### src/rtl/mem_port_arbiter.sv
// rtl/mem_port_arbiter.sv - shares one main-memory line port between the I-cache and D-cache miss paths
//
// Ports:
//   clk, rst                 clock, synchronous active-high reset
//   i_read/i_addr            I-cache line read request (held until i_ready)
//   i_rdata/i_ready          I-cache line data and one-cycle completion pulse
//   d_read/d_write/d_addr    D-cache line read / write-back request (held until d_ready)
//   d_wdata                  D-cache write-back line data
//   d_rdata/d_ready          D-cache line data and one-cycle completion pulse
//   mem_read/mem_write       memory command, held until mem_ready
//   mem_addr/mem_wdata       memory line address and write data
//   mem_rdata/mem_ready      memory read data and one-cycle completion pulse
//   busy                     high whenever the FSM is not in IDLE
module mem_port_arbiter #(
    parameter int ADDR_W       = 28,
    parameter int DATA_W       = 128,
    parameter int STARVE_LIMIT = 4
) (
    input  logic              clk,
    input  logic              rst,
    input  logic              i_read,
    input  logic [ADDR_W-1:0] i_addr,
    output logic [DATA_W-1:0] i_rdata,
    output logic              i_ready,
    input  logic              d_read,
    input  logic              d_write,
    input  logic [ADDR_W-1:0] d_addr,
    input  logic [DATA_W-1:0] d_wdata,
    output logic [DATA_W-1:0] d_rdata,
    output logic              d_ready,
    output logic              mem_read,
    output logic              mem_write,
    output logic [ADDR_W-1:0] mem_addr,
    output logic [DATA_W-1:0] mem_wdata,
    input  logic [DATA_W-1:0] mem_rdata,
    input  logic              mem_ready,
    output logic              busy
);

    typedef enum logic [1:0] {
        IDLE    = 2'd0,
        SERVE_I = 2'd1,
        SERVE_D = 2'd2,
        RESP    = 2'd3
    } state_t;

    localparam logic [3:0] LIMIT = 4'(STARVE_LIMIT);

    state_t              state_q, state_d;
    logic [3:0]          starve_cnt_q, starve_cnt_d;
    logic                mem_read_q, mem_read_d;
    logic                mem_write_q, mem_write_d;
    logic [ADDR_W-1:0]   mem_addr_q, mem_addr_d;
    logic [DATA_W-1:0]   mem_wdata_q, mem_wdata_d;
    logic [DATA_W-1:0]   i_rdata_q, i_rdata_d;
    logic [DATA_W-1:0]   d_rdata_q, d_rdata_d;
    logic                i_ready_q, i_ready_d;
    logic                d_ready_q, d_ready_d;
    logic                busy_q, busy_d;

    logic d_req;
    logic i_starved;

    assign d_req     = d_read | d_write;
    // The I side only overrides D priority once it has waited out the full limit.
    assign i_starved = i_read && (starve_cnt_q == LIMIT);

    always_comb begin
        state_d      = state_q;
        starve_cnt_d = starve_cnt_q;
        mem_read_d   = mem_read_q;
        mem_write_d  = mem_write_q;
        mem_addr_d   = mem_addr_q;
        mem_wdata_d  = mem_wdata_q;
        i_rdata_d    = i_rdata_q;
        d_rdata_d    = d_rdata_q;
        i_ready_d    = 1'b0;
        d_ready_d    = 1'b0;

        unique case (state_q)
            IDLE: begin
                if (d_req && !i_starved) begin
                    state_d    = SERVE_D;
                    mem_addr_d = d_addr;
                    // A write-back takes precedence if both request lines are raised.
                    if (d_write) begin
                        mem_write_d = 1'b1;
                        mem_wdata_d = d_wdata;
                    end else begin
                        mem_read_d = 1'b1;
                    end
                    if (i_read) begin
                        starve_cnt_d = (starve_cnt_q >= LIMIT) ? LIMIT : starve_cnt_q + 4'd1;
                    end else begin
                        starve_cnt_d = 4'd0;
                    end
                end else if (i_read) begin
                    state_d      = SERVE_I;
                    mem_read_d   = 1'b1;
                    mem_addr_d   = i_addr;
                    starve_cnt_d = 4'd0;
                end
            end
            SERVE_I: begin
                if (mem_ready) begin
                    mem_read_d = 1'b0;
                    i_rdata_d  = mem_rdata;
                    i_ready_d  = 1'b1;
                    state_d    = RESP;
                end
            end
            SERVE_D: begin
                if (mem_ready) begin
                    mem_read_d  = 1'b0;
                    mem_write_d = 1'b0;
                    // Write-backs return no data, so the last read line stays visible.
                    if (mem_read_q) begin
                        d_rdata_d = mem_rdata;
                    end
                    d_ready_d = 1'b1;
                    state_d   = RESP;
                end
            end
            // The served cache is still dropping its request here, so nothing is sampled.
            RESP: begin
                state_d = IDLE;
            end
            default: begin
                state_d = IDLE;
            end
        endcase

        busy_d = (state_d != IDLE);
    end

    always_ff @(posedge clk) begin
        if (rst) begin
            state_q      <= IDLE;
            starve_cnt_q <= 4'd0;
            mem_read_q   <= 1'b0;
            mem_write_q  <= 1'b0;
            mem_addr_q   <= '0;
            mem_wdata_q  <= '0;
            i_rdata_q    <= '0;
            d_rdata_q    <= '0;
            i_ready_q    <= 1'b0;
            d_ready_q    <= 1'b0;
            busy_q       <= 1'b0;
        end else begin
            state_q      <= state_d;
            starve_cnt_q <= starve_cnt_d;
            mem_read_q   <= mem_read_d;
            mem_write_q  <= mem_write_d;
            mem_addr_q   <= mem_addr_d;
            mem_wdata_q  <= mem_wdata_d;
            i_rdata_q    <= i_rdata_d;
            d_rdata_q    <= d_rdata_d;
            i_ready_q    <= i_ready_d;
            d_ready_q    <= d_ready_d;
            busy_q       <= busy_d;
        end
    end

    assign mem_read  = mem_read_q;
    assign mem_write = mem_write_q;
    assign mem_addr  = mem_addr_q;
    assign mem_wdata = mem_wdata_q;
    assign i_rdata   = i_rdata_q;
    assign d_rdata   = d_rdata_q;
    assign i_ready   = i_ready_q;
    assign d_ready   = d_ready_q;
    assign busy      = busy_q;

endmodule

### config.mk
export PLATFORM = sky130hd
export DESIGN_NAME = mem_port_arbiter
export DESIGN_NICKNAME = d
export VERILOG_FILES = /design/src/rtl/mem_port_arbiter.sv
export SDC_FILE = /design/constraint.sdc
export NUM_CORES = 1
export LEC_CHECK = 0
export ABC_AREA = 0
export CAP_MARGIN = 5
export CORE_AREA = 5 5 282 284
export CTS_CLUSTER_DIAMETER = 100
export DETAILED_ROUTE_END_ITERATION = 10
export DIE_AREA = 0 0 287 289
export SLEW_MARGIN = 20
export SYNTH_ARGS = -nofsm -noshare
export SYNTH_HDL_FRONTEND = slang
export SYNTH_SLANG_ARGS = --single-unit
export TNS_END_PERCENT = 1
### constraint.sdc
create_clock -name clk -period 2 [get_ports clk]
set_input_delay 0.2 -clock clk [delete_from_list [all_inputs] [get_ports clk]]
set_output_delay 0.2 -clock clk [all_outputs]
set_load 0.01 [all_outputs]
==> qor.yml <==
pwr:
  internal-power_mw: 15.6
  power_mw: 21.1
  combPwrFrac: 0.157
  p_switching_mw: 5.42
  pwr-share-seq: 0.431
  power_density_mw_per_mm2: 829
  leakagePower_nw: 8.93
  p_sw_frac: 0.258
  ir_worst_vdd_uv: 585
  p_clk_frac: 0.412
clocking:
  root_buffer: "clkbuf_16"
  insertion_delay_ns: 0.58
  cts_made_buffers: 48
  cts.clk_slew.worst_paths_ns: 0.06
  cts_sinks: 423
  clockBufferDepth: 3
  cts_tree: "done"
  htree_levels: 2
die:
  core-area_mm2: 0.0768
  io_pins: 735
  chipWidth_um: 287
  start_util: 0.194
  die_y_um: 289
  placementRows: 102
  dieArea_mm2: 0.0829
setup_path:
  max_stage_delay_ns: 0.62
  reg2reg_slack_ns: 0.18
  worst_path_dominant_cell_family: "buffers and inverters"
  r2r-end: "d_rdata[30]"
  r2r-start: "state_q[0]"
  crit_fanout: 4
  required_ns: 1.80
  rr_worst_depth: 7
  worst-path-buf-inv: 1
  endpoint: "mem_read"
  startpoint: "mem_read"
  path_cells: "clkdlybuf4s50_1"
  path_depth: 1
  critical_path_arrival_ns: 1.62
  path_class: "reg2out"
  crit_slowest_cell: "clkdlybuf4s50_1"
  critPathLaunchType: "flop"
  endpoint_kind: "output pin"
synth:
  yosys.area_share.xor_xnor: 0
  synth_compound_area_frac: 0.150
  synth_seq_cells: 423
  yosys.area.top_type: "dfxtp_1"
  synth_top_area_frac: 0.568
  synthesis.area_mm2: 0.0149
  synthTopCellsByArea: "dfxtp_1, nand2_1, a21oi_1"
  ys_seq_area_frac: 0.568
  synth_cell_types: 30
  ys_warn_count: 0
  synth_simple_gate_area_share: 0.210
  synth_top_family_by_area: "simple AND/OR/NAND/NOR gates"
  synthAdderAreaFrac: 0.00503
  synth.area.mux_share: 0.0195
  ys.flop_type: "dfxtp_1"
  ys_async_sr_fraction: 0
  synth_edf_count: 0
  syn_area_per_cell_um2: 8.02
  netlist_instances: 1859
  syn-num-nets: 2183
finish:
  layout_commonest_cell: "nand2_1"
  drive_gt1_frac: 0.0634
  multi_input_area_mm2: 0.00580
  regArea_mm2: 0.00847
  final_area_mm2: 0.0254
  num-fill-cells: 8187
  layout.cells.most_common_list: "nand2_1, clkdlybuf4s50_1, dfxtp_1, a21oi_1, buf_4"
  stdcell_count: 3663
  syn_to_final_growth_pct: 70.3
  layout.nets: 2910
sta:
  fmax_ghz: 0.548
  fin_ws_ns: 0.176
  min_period_ns: 1.82
  worst_pin_slew_ns: 0.490
  relSlewSlack: 0.673
  hold_violations: 0
  maxSlewViolCount: 0
  period_share: 0.912
  skew_ns: 0.0192
  finalSetupViolCount: 0
  fin_setup_tns_ns: 0
  rsz0062_at_grt: "false"
global_routing:
  gr-total-overflow: 0
  grt_max_degree: 99
  grt_pass1_vias: 14800
  grt_antenna_before_repair: 3
  grt_use_total: 0.140
  grt_pass1_wl_um: 91100
detailed_routing:
  dr_total_vias: 15100
  drt_iter0_markers: 669
  routed_wl_um: 62600
  top_layer: "met4"
  wl_met3_um: 6230
  wl_per_cell_um: 17.1
  first_pass_iters: 5
  wl_met1_um: 24000
  remaining_drc_errors: 0
  viasPerCell: 4.11
  route.met2.wl_um: 29700
  drt.antenna.violating_nets: 0
place:
  port_buffers: 734
  dpl_worst_slack_ns: 0.109
  dp_cells: 3575
  placed_area_mm2: 0.0238
  place_congestion: 0.868
  dp_hpwl_um: 48200
job:
  maxCapViolations: 0
status:
  outcome: "completed"
worst_hold_path:
  hold_path_class: "in2reg"
## worst min path at each step
stage | cells after the start | start | end
after floorplan | 2 | mem_rdata[0] | d_rdata[0]
after global placement | 2 | i_rdata[64] | i_rdata[64]
after detailed placement | 2 | i_rdata[97] | i_rdata[97]
after CTS | 3 | d_wdata[110] | mem_wdata[110]
after global routing | 3 | d_wdata[76] | mem_wdata[76]
final | 3 | d_wdata[110] | mem_wdata[110]
## cells in the mapped netlist, types with 3 or more instances
library cell  number
buf_2             47
dfxtp_1          423
nand3_1            3
buf_1             10
mux2i_1           29
nor3_1             3
ha_1               6
buf_4             11
buf_6              6
nor2_1            37
inv_1              5
clkbuf_1          69
nand2_1          773
a211oi_1          28
a21oi_1          390
## sequential cells by signal (all words and copies together), names as in the netlist
register	flops
d_rdata	128
i_ready	1
d_ready	1
busy	1
i_rdata	128
mem_read	1
mem_addr	28
starve_cnt_q	4
state_q	2
mem_wdata	128
mem_write	1
## timing repair
item / CTS / global route
endpoints found under the setup margin: 0 / 1
hold buffers: 1 / 0
resized for setup: 0 / 1
endpoints found under the hold margin: 19 / 0
setup buffers: 0 / 0
## layer usage
| metal | vias to the layer above | track usage |
|---|---|---|
| met5 | - | 0 |
| met4 | 0 | 0.0567 |
| met3 | 118 | 0.0550 |
| met2 | 569 | 0.238 |
| met1 | 6903 | 0.159 |
| li1 | 7476 | - |
## power by group through the flow
stage / Sequential, mW / Combinational, mW / Clock (mW)
global placement: 9.25 / 3.33 / 0
floorplan: 9.42 / 1.07 / 0
global route: 9.13 / 3.57 / 9.36
finish: 9.08 / 3.30 / 8.68
detailed placement: 9.26 / 3.33 / 0
CTS: 9.08 / 3.35 / 8.98
## logic make-up after synthesis
family | count (synthesis)
AND/OR/NAND/NOR | 825
AO/OA/AOI/OAI | 428
flip-flops | 423
buffers and inverters | 148
multiplexers | 29
adder cells (fa/ha/maj) | 6
## per-stage QoR
step / util / hold WS, ns
after CTS: 0.330 / 0.109
after global routing: 0.331 / 0.127
final: 0.331 / 0.161
after detailed placement: 0.310 / 0.445
after floorplan: - / 0.336
after global placement: 0.310 / 0.441
## layout make-up
type                            count  area share
Tap cell                         1040      0.0512
Inverter                            5    0.000739
Clock buffer                       69      0.0540
Clock inverter                     15     0.00700
Sequential cell                   423       0.333
Antenna cell                        3    0.000296
Multi-Input combinational cell   1288       0.228
Timing Repair Buffer              820       0.325
(Power assumes the default switching activity.)
